$ cat src/rtl/if_stage.sv
// if_stage: instruction fetch with a 2-entry bundle FIFO and redirect handling.
// A redirect that races an unacked request parks in DISCARD until that request retires.
module if_stage (
  input  logic        clk,
  input  logic        reset,
  output logic        imem_req,
  output logic [31:0] imem_addr,
  input  logic        imem_ack,
  input  logic [31:0] imem_rdata,
  input  logic        id_ready,
  input  logic        redirect_en,
  input  logic [31:0] redirect_target,
  output logic        p1_valid,
  output logic [15:0] p1_aluInstr,
  output logic [15:0] p1_memInstr,
  output logic [31:0] p1_pc
);
  typedef enum logic {FETCH, DISCARD} stateT;
  stateT       state;
  logic [31:0] fetchPc, discAddr;
  logic        pend, head, tail, push, pop;
  logic [1:0]  count;
  logic [15:0] aluQ [2];
  logic [15:0] memQ [2];
  logic [31:0] pcQ  [2];
  always_comb begin
    p1_valid    = count != 2'd0;
    pop         = p1_valid & id_ready & ~redirect_en;
    imem_req    = reset & (state == DISCARD | pend | ~count[1] | pop);
    imem_addr   = state == DISCARD ? discAddr : fetchPc;
    push        = state == FETCH & imem_req & imem_ack & ~redirect_en;
    tail        = head ^ count[0];
    p1_aluInstr = p1_valid ? aluQ[head] : 16'h0000;
    p1_memInstr = p1_valid ? memQ[head] : 16'h0000;
    p1_pc       = p1_valid ? pcQ[head] : 32'h0;
  end
  always_ff @(posedge clk or negedge reset) begin
    if (!reset) begin
      state    <= FETCH;
      fetchPc  <= 32'h0;
      discAddr <= 32'h0;
      pend     <= 1'b0;
      head     <= 1'b0;
      count    <= 2'd0;
    end else begin
      pend  <= imem_req & ~imem_ack;
      state <= (imem_req & ~imem_ack & (redirect_en | state == DISCARD)) ? DISCARD : FETCH;
      if (state == FETCH) discAddr <= fetchPc;
      if (redirect_en) fetchPc <= redirect_target & ~32'd3;
      else if (state == FETCH & imem_req & imem_ack) fetchPc <= fetchPc + 32'd4;
      if (redirect_en) begin
        head  <= 1'b0;
        count <= 2'd0;
      end else begin
        if (pop) head <= ~head;
        count <= count + 2'(push) - 2'(pop);
      end
    end
  end
  // Payload slots need no reset: they are only observed while count says valid.
  always_ff @(posedge clk) begin
    if (push) begin
      aluQ[tail] <= imem_rdata[15:0];
      memQ[tail] <= imem_rdata[31:16];
      pcQ[tail]  <= imem_addr;
    end
  end
endmodule

$ cat config.mk
export PLATFORM = sky130hd
export DESIGN_NAME = if_stage
export DESIGN_NICKNAME = d
export VERILOG_FILES = /design/src/rtl/if_stage.sv
export SDC_FILE = /design/constraint.sdc
export NUM_CORES = 1
export LEC_CHECK = 0
export ABC_AREA = 1
export ABC_CLOCK_PERIOD_IN_PS = 4590
export CAP_MARGIN = 20
export CORE_MARGIN = 2
export CORE_UTILIZATION = 47
export DETAILED_ROUTE_END_ITERATION = 16
export PLACE_DENSITY = 0.76
export REMOVE_ABC_BUFFERS = 1
export SLEW_MARGIN = 40
export SYNTH_ARGS = -nofsm -noshare
export SYNTH_HDL_FRONTEND = slang
export SYNTH_SLANG_ARGS = --single-unit
$ cat constraint.sdc
create_clock -name clk -period 4.59 [get_ports clk]
set_clock_uncertainty 0.05 [all_clocks]
set_input_delay 0.459 -clock clk [delete_from_list [all_inputs] [get_ports clk]]
set_output_delay 0.459 -clock clk [all_outputs]
set_load 0.005 [all_outputs]
==> flow_summary.json, run 1 <==
{
  "cp-end-kind": "output pin",
  "fp.dieH_um": 137,
  "routabilityCongestion": 0.903,
  "synthXorXnorAreaFrac_pct": 1.57,
  "clockBufferDepth": 2,
  "post_cts.repair.setup_buffers": 0,
  "io_pins": 167,
  "r2r_cells": 5,
  "vias": 6276,
  "drc": 0,
  "hpwlAfterDp_mm": 12.8,
  "layout-drive-gt1-share_pct": 6.08,
  "synth_ff_type": "edfxtp_1",
  "nets": 1079,
  "fin_setup_tns_ns": 0,
  "die_area_um2": 18800,
  "slew_viol_final": 0,
  "row_count": 48,
  "synth-edff-count": 128,
  "vias_per_cell": 5.04,
  "tightest_slew_ns": 0.758,
  "synthAdderAreaFrac_pct": 0.450,
  "drtIter0Drc": 373,
  "hold_buffers": 0,
  "grt_max_degree": 69,
  "cts_tree": "yes",
  "outcome": "completed",
  "wl_per_cell_um": 15.8,
  "clk_pin_slew_ns": 0.07,
  "cts_sinks": 195,
  "antennaDiodeCount": 0,
  "clk_latency_ns": 0.43,
  "final-setup-viol-count": 0,
  "rsz0062_at_grt": "false",
  "area_delta_synth_final_pct": 29.5,
  "synth.avg_cell_area_um2": 9.80,
  "ir_drop_mv": 0.282,
  "finalHoldViolations": 0,
  "ys_seq_area_share_pct": 66.2,
  "grt_antenna_before_repair": 0,
  "post_synth_inst_count": 851,
  "overflow": 0,
  "port_buffers": 164,
  "syn_area_um2": 8340,
  "track_usage_pct": 21.6,
  "grt_pass1_wl_mm": 30.8,
  "ys_types": 29,
  "ys_ff_latch": 195,
  "num-fill-cells": 1459,
  "synthArstFlopShare_pct": 34.4,
  "die_w_um": 137,
  "postRouteAntennaNets": 0,
  "cts_root_buf": "clkbuf_16",
  "maxCapViolCount": 0,
  "startpoint_type": "flip-flop",
  "relSlewSlack_pct": 49.5,
  "synth_top_family_by_area": "simple AND/OR/NAND/NOR gates",
  "fin_crit_sh_pct": 69.2,
  "initial_core_util_pct": 48.2,
  "drt_pass1_iterations": 5,
  "arrival_ns": 2.67,
  "fmaxAchievable_mhz": 315,
  "cts_buffers": 17,
  "grt_pass1_vias": 6049,
  "cellPowerDensity_nw_per_um2": 391,
  "hold_path.class": "in2async",
  "p_leak_nw": 4.23,
  "synth-simple-area-share_pct": 22.1,
  "setup.worst_path.class": "reg2out",
  "period_needed_ns": 3.18,
  "drt-total-wl_mm": 19.7,
  "htreeDepth": 4,
  "path_max_fanout": 36,
  "core_um2": 17300,
  "post_cts_resized": 0,
  "critPathRequiredTime_ns": 4.08,
  "muxShareOfSynthArea_pct": 0,
  "ys_warn_count": 0,
  "finalPower_mw": 4.23,
  "synth-compound-area-share_pct": 5.82
}
==> worst max-delay path, cell delays in order (launching register included) <==
cell,delay (ns)
dfrtp_2,0.41
inv_2,0.49
buf_4,0.49
nand2_1,0.11
a21oi_1,0.15
clkdlybuf4s50_1,0.55
==> registers in the layout, indices dropped and copies added, names as in the netlist <==
register and cells:
aluQ 32, count 2, discAddr 32, fetchPc 30
head 1, memQ 32, pcQ 64, pend 1
state 1
==> path summary, 6_finish.rpt <==
path / slack, ns / from / end
min in group clk: 0.47 / discAddr[0]$_DFF_PN0_ / discAddr[0]$_DFF_PN0_
max reg2reg: 1.88 / head$_DFFE_PN0P_ / pcQ[0][7]$_DFFE_PP_
min reg2reg: 0.47 / discAddr[0]$_DFF_PN0_ / discAddr[0]$_DFF_PN0_
min: 0.11 / reset / count[0]$_DFF_PN0_
max: 1.41 / head$_DFFE_PN0P_ / p1_pc[10]
max in group asynchronous: 3.95 / reset / head$_DFFE_PN0P_
==> cells by family (layout without fill, tap and decap cells) <==
family | Yosys count | count (layout)
compound gates | 96 | 96
xor+xnor | 15 | 15
fa+ha+maj | 3 | 3
buf+inv | 81 | 250
flops | 195 | 195
simple gates | 461 | 461
==> report_power, final <==
group | total (mW) | switching (mW) | internal (mW) | leakage [nW]
sequential | 2.07 | 0.0649 | 2.01 | 2.00
combinational | 0.687 | 0.371 | 0.316 | 1.95
clock | 1.47 | 0.685 | 0.781 | 0.282
==> layout by cell type, fill, tap and decap left out, types with 3 or more instances in the layout <==
master / count
o21ai_1: 3
inv_6: 3
ha_1: 3
inv_2: 8
xnor2_1: 6
nor2_1: 51
nor3_1: 3
clkbuf_16: 17
edfxtp_1: 128
clkdlybuf4s50_1: 163
buf_4: 6
inv_8: 3
clkinvlp_4: 3
nor2_2: 3
inv_1: 36
nand2_1: 343
nand3_1: 49
dfrtp_1: 66
a21oi_1: 66
o21ai_0: 25
xor2_1: 9
==> layer usage <==
| layer | part of all wire, % | wire [µm] | global-route usage [%] |
|---|---|---|---|
| met1 | 44 | 8610 | 28.1 |
| met5 | 0 | 0 | 0 |
| met2 | 49 | 9620 | 36.9 |
| met4 | 1.6 | 316 | 6.41 |
| met3 | 5.9 | 1150 | 4.12 |
==> stage by stage <==
step / hold slack (ns) / setup WS (ns) / area, µm² / std cells / util [%]
2_1_floorplan: 0.113 / -0.726 / 8180 / 815 / -
3_3_place_gp: 0.430 / 1.62 / 10200 / 1213 / 59.0
3_5_place_dp: 0.443 / 1.60 / 10200 / 1213 / 59.1
4_1_cts: 0.129 / 1.44 / 10800 / 1245 / 62.4
5_1_grt: 0.167 / 1.24 / 10800 / 1245 / 62.4
6_report: 0.105 / 1.41 / 10800 / 1245 / 62.4
==> Yosys cell counts (all sizes together), types with 2 or more instances <==
cell type / n / area share (%)
nor2: 56 / 2.6
a21oi: 66 / 4.0
and2: 2 / 0.15
o21ai: 28 / 1.7
nand4: 2 / 0.15
inv: 44 / 2.0
xnor2: 6 / 0.63
nor3: 3 / 0.18
nand2: 346 / 16
edfxtp: 128 / 46
clkbuf: 23 / 1.0
dfrtp: 67 / 20
buf: 13 / 0.85
ha: 3 / 0.45
nand3: 51 / 3.2
xor2: 9 / 0.95
==> area by class of cell <==
type                       count  area (µm²)  share of cell area, %
clock buffer                  18         439                   4.07
clock inverter                14         145                   1.34
inverter                      45         169                   1.56
multi-input combinational    575        2510                   23.2
sequential                   195        5520                   51.1
tap                          225         282                   2.61
timing repair buffer         173        1730                   16.0
Power figures use the tool's default switching activity.
==> inputs of run 2 (changes only) <==
ABC_CLOCK_PERIOD_IN_PS = 3290   (was 4590)
CORE_UTILIZATION = 52   (was 47)
PLACE_DENSITY = 0.8   (was 0.76)
clock period = 3.29 ns   (was 4.59 ns; I/O delays follow)
==> flow_summary.json, run 2 (synthesis gave the netlist of run 1 again) <==
{
  "slowest_stage": "dfrtp_1",
  "switching_share_pct": 25.5,
  "cts_tree": "yes",
  "fin_setup_tns_ns": 0,
  "setup.worst_path.class": "reg2out",
  "postRouteAntennaNets": 0,
  "htreeDepth": 4,
  "vias": 6450,
  "regMostFlops": "pcQ",
  "worst_hold_slack_ns": 0.0141,
  "critPathRequiredTime_ns": 2.91,
  "vias_per_cell": 5.21,
  "cts_buffers": 17,
  "area_delta_synth_final_pct": 30.0,
  "drt-total-wl_mm": 19.3,
  "path_cells": "clkinv_1, nand2_1, nand2_1, clkdlybuf4s50_1",
  "post_cts.repair.setup_buffers": 0,
  "largest_reg_flops": 64,
  "row_count": 46,
  "relSlewSlack_pct": 57.4,
  "final_cell_mix": "nand2_1 (343), clkdlybuf4s50_1 (163), edfxtp_1 (128), a21oi_1 (66), dfrtp_1 (66)",
  "p_leak_nw": 4.27,
  "maxCapViolCount": 0,
  "final-setup-viol-count": 0,
  "grt_max_degree": 68,
  "port_buffers": 164,
  "fin_crit_sh_pct": 87.5,
  "fmaxAchievable_mhz": 347,
  "net-switching-power_mw": 1.51,
  "post_cts_resized": 0,
  "hold_path.class": "in2async",
  "cellPowerDensity_nw_per_um2": 548,
  "final_common_cell": "nand2_1",
  "hold_buffers": 0,
  "r2r_slack_ns": 0.92,
  "finalPower_mw": 5.94,
  "drtIter0Drc": 451,
  "cts_root_buf": "clkbuf_16",
  "p_comb_share_pct": 16.2,
  "cp_common_cell": "nand2_1",
  "nets": 1081,
  "seq_power_share_pct": 48.8,
  "initial_core_util_pct": 52.9,
  "r2r_end": "aluQ[1][0]$_DFFE_PP_",
  "grt_pass1_wl_mm": 29.8,
  "clk_latency_ns": 0.43,
  "outcome": "completed",
  "r2r_start": "state$_DFF_PN0_",
  "rsz0062_at_grt": "false",
  "clk_pin_slew_ns": 0.07,
  "overflow": 0,
  "r2r_cells": 7,
  "fp.dieH_um": 131,
  "arrival_ns": 2.50,
  "layout-drive-gt1-share_pct": 6.26,
  "die_w_um": 131,
  "worst_slack_ns": 0.411,
  "p_int_mw": 4.43,
  "finalHoldViolations": 0,
  "routabilityCongestion": 0.876,
  "drc": 0,
  "drt_pass1_iterations": 5,
  "core_um2": 15800,
  "track_usage_pct": 23.0,
  "dp_slack_ns": 0.717,
  "grt_pass1_vias": 6026,
  "grt_antenna_before_repair": 0,
  "tightest_slew_ns": 0.640,
  "critical_path.max_stage_delay_ns": 0.75,
  "startpoint_type": "flip-flop",
  "clockBufferDepth": 2,
  "cp-end-kind": "output pin",
  "die_area_um2": 17100,
  "wl_per_cell_um": 15.6,
  "antennaDiodeCount": 0,
  "io_pins": 167,
  "num-fill-cells": 1214,
  "hpwlAfterDp_mm": 12.6,
  "ir_drop_mv": 0.376,
  "period_needed_ns": 2.88,
  "slew_viol_final": 0,
  "path_max_fanout": 18,
  "clkPwrFrac_pct": 35.0,
  "cts_sinks": 195
}
run 2: changes by cell type in the layout (fill, tap and decap cells not counted), sizes merged:
cell,change
buf,+2
bufinv,+1
clkinv,+3
clkinvlp,-2
inv,-2
run 2: worst max path at each step:
stage                    start              endpoint  slack (ns)  cells after the start
3_5_place_dp       redirect_en   pcQ[1][7]$_DFFE_PP_        0.72                      9
3_3_place_gp       redirect_en  aluQ[0][6]$_DFFE_PP_        0.75                      9
6_report       state$_DFF_PN0_         imem_addr[17]        0.41                      4
2_1_floorplan  state$_DFF_PN0_  aluQ[0][0]$_DFFE_PP_       -2.03                      6
5_1_grt        state$_DFF_PN0_         imem_addr[17]        0.26                      4
4_1_cts        state$_DFF_PN0_         imem_addr[17]        0.45                      4
run 2: power by group through the flow:
stage               clock network (mW)  logic [mW]  registers, mW
detailed placement                   0       0.964           2.95
floorplan                            0       0.396           2.94
global placement                     0       0.944           2.94
CTS                               2.11       0.970           2.90
finish                            2.08       0.960           2.90
global route                      2.20        1.07           2.91
run 2: layer usage:
layer	GRT usage, %	routed length, µm	up-vias	share of wire [%]
met2	39.2	9470	228	49
met1	29.3	8160	3084	42
met4	8.07	364	0	1.9
met3	5.01	1330	28	6.9
li1	-	-	3110	-
met5	0	0	-	0
run 2: cell type report:
class / count / area, µm² / area share [%]
sequential: 195 / 5520 / 50.9
multi-input combinational: 575 / 2510 / 23.1
timing repair buffer: 175 / 1770 / 16.4
clock buffer: 18 / 450 / 4.15
tap: 216 / 270 / 2.49
inverter: 45 / 169 / 1.56
clock inverter: 14 / 149 / 1.37
run 2: metrics by stage:
step | cell area, µm² | utilization [%] | cells
after detailed placement | 10200 | 65.0 | 1206
after global routing | 10800 | 68.8 | 1238
after floorplan | 8180 | - | 815
after CTS | 10800 | 68.8 | 1238
after global placement | 10200 | 64.9 | 1206
final | 10800 | 68.8 | 1238
run 2: critical path, delay by kind of cell (launching register included):
family / cells / cell delay (ns)
DFF: 1 / 0.75
and+or+nand+nor: 2 / 0.31
buffers and inverters: 2 / 1.00
